===== config.mk =====
export PLATFORM = sky130hd
export DESIGN_NAME = ldpc_3gpp_dec_iter_ctrl
export DESIGN_NICKNAME = d
export VERILOG_FILES = /design/src/rtl/ldpc_3gpp_dec_iter_ctrl.sv
export SDC_FILE = /design/constraint.sdc
export NUM_CORES = 1
export LEC_CHECK = 0
export ABC_CLOCK_PERIOD_IN_PS = 1800
export BUFFER_PORTS_ARGS = -buffer_cell sky130_fd_sc_hd__buf_4
export CAP_MARGIN = 40
export CORE_UTILIZATION = 45
export CTS_CLUSTER_DIAMETER = 80
export DETAILED_ROUTE_END_ITERATION = 10
export HOLD_SLACK_MARGIN = 0.05
export PLACE_DENSITY = 0.71
export REMOVE_ABC_BUFFERS = 1
export SKIP_LAST_GASP = 1
export SLEW_MARGIN = 20
export SYNTH_ARGS = -nofsm -noshare
export SYNTH_HDL_FRONTEND = slang
export SYNTH_SLANG_ARGS = --single-unit

===== constraint.sdc =====
create_clock -name iclk -period 1.8 [get_ports iclk]
set_input_delay 0.45 -clock iclk [delete_from_list [all_inputs] [get_ports iclk]]
set_output_delay 0.45 -clock iclk [all_outputs]
set_load 0.005 [all_outputs]

===== src/rtl/ldpc_3gpp_dec_iter_ctrl.sv =====
// Iteration scheduler for the LDPC 3GPP decoder check-node datapath: sweeps rows/tiles per
// iteration and decides stop/continue on decfail. Optional macro: LDPC_3GPP_DEC_ITER_EARLY_STOP_EN.
module ldpc_3gpp_dec_iter_ctrl #(
  parameter int pROW_MAX  = 46,
  parameter int pTCNT_MAX = 16,
  parameter int pITER_W   = 8,
  localparam int ROW_W    = $clog2(pROW_MAX),
  localparam int TCNT_W   = $clog2(pTCNT_MAX)
) (
  input  logic               iclk,
  input  logic               ireset,
  input  logic               iclkena,
  input  logic               istart,
  input  logic [pITER_W-1:0] iNiter,
  input  logic [ROW_W-1:0]   irow_num,
  input  logic [TCNT_W-1:0]  itcnt_num,
  input  logic               irdy,
  input  logic               idecfail_val,
  input  logic               idecfail,
  output logic               ocnode_start,
  output logic               ocnode_load,
  output logic               oval,
  output logic [3:0]         ostrb,
  output logic [ROW_W-1:0]   orow,
  output logic [TCNT_W-1:0]  otcnt,
  output logic [pITER_W-1:0] oiter,
  output logic               obusy,
  output logic               odone,
  output logic               odecfail,
  output logic [pITER_W-1:0] oused_iter
);

  typedef enum logic [1:0] {S_IDLE, S_RUN, S_WAIT, S_DONE} state_t;

  state_t               state, state_nxt;
  logic [ROW_W-1:0]     row, row_num_r;
  logic [TCNT_W-1:0]    tcnt, tcnt_num_r;
  logic [pITER_W-1:0]   iter, iter_last;
  logic                 beat, last_tile, last_row, first_tile, stop;

  assign beat       = (state == S_RUN) & irdy & iclkena;
  assign first_tile = (tcnt == '0);
  assign last_tile  = (tcnt == tcnt_num_r);
  assign last_row   = (row == row_num_r);

`ifdef LDPC_3GPP_DEC_ITER_EARLY_STOP_EN
  assign stop = (iter == iter_last) | ~idecfail;
`else
  assign stop = (iter == iter_last);
`endif

  always_comb begin
    state_nxt = state;
    case (state)
      S_IDLE: if (istart) state_nxt = S_RUN;
      S_RUN:  if (beat && last_tile && last_row) state_nxt = S_WAIT;
      S_WAIT: if (idecfail_val) state_nxt = stop ? S_DONE : S_RUN;
      S_DONE: state_nxt = S_IDLE;
      default: state_nxt = S_IDLE;
    endcase
  end

  always_ff @(posedge iclk or posedge ireset) begin
    if (ireset)       state <= S_IDLE;
    else if (iclkena) state <= state_nxt;
  end

  always_ff @(posedge iclk or posedge ireset) begin
    if (ireset) begin
      row          <= '0;
      tcnt         <= '0;
      iter         <= '0;
      row_num_r    <= '0;
      tcnt_num_r   <= '0;
      iter_last    <= '0;
      ocnode_start <= 1'b0;
      ocnode_load  <= 1'b0;
      odecfail     <= 1'b0;
      oused_iter   <= '0;
    end else if (iclkena) begin
      ocnode_start <= (state == S_IDLE) & istart;
      case (state)
        S_IDLE: if (istart) begin
          row_num_r   <= irow_num;
          tcnt_num_r  <= itcnt_num;
          // a zero iteration limit still runs one iteration
          iter_last   <= (iNiter == '0) ? '0 : iNiter - pITER_W'(1);
          row         <= '0;
          tcnt        <= '0;
          iter        <= '0;
          ocnode_load <= 1'b1;
          odecfail    <= 1'b0;
          oused_iter  <= '0;
        end
        S_RUN: if (irdy) begin
          if (last_tile) begin
            tcnt <= '0;
            row  <= last_row ? '0 : row + ROW_W'(1);
          end else begin
            tcnt <= tcnt + TCNT_W'(1);
          end
        end
        S_WAIT: if (idecfail_val) begin
          ocnode_load <= 1'b0;
          if (stop) begin
            odecfail   <= idecfail;
            oused_iter <= iter + pITER_W'(1);
          end else begin
            iter <= iter + pITER_W'(1);
          end
        end
        default: ;
      endcase
    end
  end

  assign oval  = beat;
  assign ostrb = beat ? {first_tile & (row == '0), first_tile, last_tile, last_tile & last_row}
                      : 4'b0000;
  assign orow  = row;
  assign otcnt = tcnt;
  assign oiter = iter;
  assign obusy = (state != S_IDLE);
  assign odone = (state == S_DONE);

endmodule


# Word-level counts from Yosys, hierarchy flattened
# Index checks and enable logic that the tools add are counted.
# classes
n_addsub	4
n_eq_ne	13
n_mux	30
bitwise	5
n_reduce_logical	16
# op_table
op	n
$mux W8	6
$pmux W8 S2	2
$mux W6	4
$mux W4	4
$reduce_and A5 Y1	3
$ne A2 B2 Y1 const B	6
$pmux W6 S2	1
$reduce_and A4 Y1	3
$add A8 B1 Y8 const B	1
$eq A8 B8 Y1	1
$logic_not A8 Y1	1
$mux W2	4
$pmux W2 S4	1
$pmux W4 S2	1
$sub A8 B1 Y8 const B	1
$add A6 B1 Y6 const B	1
$eq A6 B6 Y1	1
$logic_not A6 Y1	1
$reduce_bool A2 Y1	3
$and A1 B1 Y1	5
$mux W1	5
$add A4 B1 Y4 const B	1
$eq A2 B2 Y1 const B	2
$eq A4 B4 Y1	1
7 further kinds	9
# totals
reg_bits	49
in_bits	25

# Longest topological paths before layout
# logic_depth
word_depth	7
ltp_mapped	8
ltp_nobuf	5

# Least setup slack after synthesis
# OpenSTA, ideal clock, no wires.
# synth_timing
path_type	flip-flop to output port
from	register state[1]
to	output ostrb[3]
arrival_time_ns	1.596
required_time_ns	1.350
path_slack_ns	-0.246
path_stages_with_launch	6
n_path_buf	1
path_cell_list	dfrtp_1 > buf_2 > nor2b_1 > nand3_1 > nor4b_1 > nor4b_1
# synth_between
elab_chain_cells	4
# synth_rtl
item	line	text
start: declaration	35	state_t state, state_nxt;
start signal: assignment	65	else if (iclkena) state <= state_nxt;
$eq A2 B1 Y1	41	assign beat = (state == S_RUN) & irdy & iclkena;
$and A1 B1 Y1 (2 in series)	41	
$mux W4	118	assign ostrb = beat ? {first_tile & (row == '0), first_tile, last_tile, last_tile & last_row}
end: declaration	23	output logic [3:0] ostrb,
# Every way passes these cells.

# Worst setup path in the final report
# layout_timing
from	register tcnt[3] (netlist: otcnt[3])
to	output ostrb[0]
# layout_between
elab_chain_cells	3
# layout_rtl
item	line	text
start: declaration	37	logic [TCNT_W-1:0] tcnt, tcnt_num_r;
start signal: assignment	100	tcnt <= tcnt + TCNT_W'(1);
$eq A4 B4 Y1	43	assign last_tile = (tcnt == tcnt_num_r);
$and A1 B1 Y1	118	
$mux W4	118	
# Every way passes these cells.

==> results.toml <==
[worst_hold_path]
min_path_type = "in2async"

[setup_path]
reg2reg_from = "otcnt[3]"
required_ps = 1350
slowest_stage = "or4_4"
max_stage_delay_ps = 550
ff2ff_path_depth = 8
crit_buf_inv = 1
crit_type = "reg2out"
cp-start-kind = "register"
path_max_fanout = 2
path_cells = "xor2_1, or4_4, nor2_4, and4_4, buf_6"
reg2reg_slack_ps = -140
end_kind = "output pin"
critPathArrivalTime_ps = 1860
r2r_end = "state[0]"
cp_top_family = "simple AND/OR/NAND/NOR gates"

[clock_network]
clk_pin_slew_ps = 90
cts_max_level = 2
cts_root_buffer = "clkbuf_8"
cts_hold_buf = 0
tritoncts = "yes"
cts_buffers = 5
clock_path_buffers = 2
clk_latency_ps = 300
clock-sinks = 49

[sta]
slew_viol_final = 0
period_minus_slack_ps = 2306
fmax_mhz = 433.6
min_period_over_period_pct = 128.1
fin_ws_ps = -506.0
rsz0062_at_grt = "true"
worst_pin_slew_ps = 480.8
setup_viol = 9
skew_ps = 7.865
final-hold-violation-count = 0
slew_headroom_pct = 67.65

[finish]
num_antenna_cells = 0
drive_gt1_share_pct = 44.09
syn_to_final_growth_pct = 45.11
postLayoutCellArea_um2 = 3880
nets = 412

[route]
drc_errors = 0
via_per_inst = 5.139
drt_wl_total_mm = 6.235
wire_per_inst_um = 13.76
ant_nets = 0
dr.pass1.iters = 4
vias = 2328
drt_iter0_markers = 179

[synthesis]
synth_area_um2 = 2674
synth_top_area_share_pct = 45.86
synthFlopType = "dfrtp_1"
syn_inst = 272
yosysSeqAreaShare_pct = 45.86
synth_edf_count = 0
postSynthRegisterBits = 49
synth_area_per_cell_um2 = 9.830
yosysUniqueCellTypes = 49
yosysWarnings = 0
synth_area_leaders = "dfrtp_1, nand2_1, xnor2_1, mux2_2, xor2_1"
synth_common_cells = "dfrtp_1, nand2_1, inv_1, o21ai_0, xnor2_1"
synth.most_common_cell = "dfrtp_1"
synthArstFlopShare_pct = 100.0
synth_area_leader_cell = "dfrtp_1"

[global_routing]
grt_overflow = 0
antenna_found_initial = 0
grt.met2_usage_pct = 33.19
grt_start_max_net_pins = 50
grt_pass1_wl_mm = 10.03
grt_pass1_vias = 2121
grt.met1_usage_pct = 28.06
use_met3_pct = 3.448
grt_use_total_pct = 20.45
busiest_layer = "met2"

[job]
cap_violations = 0

[power_and_ir_drop]
combPwrFrac_pct = 19.9
total_power_mw = 2.332
clkPwrFrac_pct = 30.2
p_seq_share_pct = 49.9
internal_power_mw = 1.727
switching_share_pct = 25.94
p_switching_uw = 604.8
max-vdd-ir-drop_mv = 0.4814
cellPowerDensity_nw_per_um2 = 601.0
power.leakage_nw = 1.886

[place]
hpwl_mm = 4.621
place.gp.congestion = 0.8888
numPortBuffers = 60
dp_worst_setup_slack_ps = -274.7
place_area_um2 = 3536

[outcome]
outcome = "complete, but fails checks"
violations = "setup timing"

[floorplan]
die_area_um2 = 6254
core_area_um2 = 5608
io_pins = 61
rows = 27
start_util_pct = 47.68
die_w_um = 79.09
die_height_um = 79.09
cells by family (layout without fill, tap and decap cells):
kind of cell    Yosys count  in the layout  synth area share, %
xor+xnor                 29             29                9.500
flops                    49             49                45.86
simple gates             91             91                16.33
fa+ha+maj                 7              7                3.275
buf+inv                  28            137                4.352
compound gates           53             53                14.41
mux                      15             15                6.270
worst max-delay path by stage:
stage / start / to / slack, ps / depth (start not counted)
after floorplan: state[1] / ostrb[3] / -210 / 4
after global routing: otcnt[3] / ostrb[0] / -570 / 5
after CTS: otcnt[3] / ostrb[0] / -580 / 5
after global placement: otcnt[1] / ostrb[0] / -190 / 5
after detailed placement: otcnt[1] / ostrb[0] / -270 / 5
final: otcnt[3] / ostrb[0] / -510 / 5
state kept, by name, indices dropped and copies added, names as in the netlist:
register and flops:
oiter 8, odecfail 1, iter_last 8, oused_iter 8, otcnt 4, ocnode_load 1, orow 6, tcnt_num_r 4
row_num_r 6, ocnode_start 1, state 2
per-layer routing:
metal  share of wire, %  vias up
li1                   -     1161
met1                 45     1098
met2                 49       57
met3                4.5       12
met4                1.7        0
met5                  0        -
through the flow:
stage | hold slack, ps | std cells | utilization [%] | TNS, ps
floorplan | 470.4 | 260 | - | -809.3
global placement | 459.8 | 439 | 63.05 | -399.3
detailed placement | 466.7 | 439 | 63.05 | -708.8
CTS | 191.4 | 449 | 66.35 | -2870
global route | 191.9 | 453 | 69.19 | -2929
finish | 180.6 | 453 | 69.19 | -1942
worst reg2reg max path: cells and delay by family, from the launching register on:
family          cells  cell delay [ps]
simple gates        3              900
xor+xnor            1              180
buf+inv             3              280
compound gates      1               60
flops               1              400
area by class of cell:
cell class              count  area [um^2]
well taps                  72        90.09
fillers                   456         1728
inverters                  16        60.06
repair buffers            113        924.6
multi-input cells         195         1475
clock inverters             1        5.005
clock buffers               7        96.34
flip-flops and latches     49         1229
power groups by stage:
stage / clock [mW] / combinational, mW / sequential, mW
after detailed placement: 0 / 0.412 / 1.18
after global placement: 0 / 0.407 / 1.18
after CTS: 0.725 / 0.435 / 1.16
after floorplan: 0 / 0.150 / 1.21
after global routing: 0.768 / 0.512 / 1.17
final: 0.703 / 0.465 / 1.16
layout by cell type, fill, tap and decap left out, drive strengths merged, types with 4 or more instances in the layout:
cell	n
mux2	14
clkbuf	8
nor2	11
dfrtp	49
xnor2	15
buf	112
o21ai	19
ha	7
nand3	8
a21oi	4
inv	16
nor3	6
xor2	14
o31ai	8
nand2	43
or2	4
timing repair:
item	in CTS	in global routing
gates cloned	0	1
gates resized for setup	15	26
endpoints found under the hold margin	0	0
setup buffers	3	5
setup endpoints to repair	12	44
pin swaps	8	5
No activity file was read; power rests on OpenSTA's default activity.
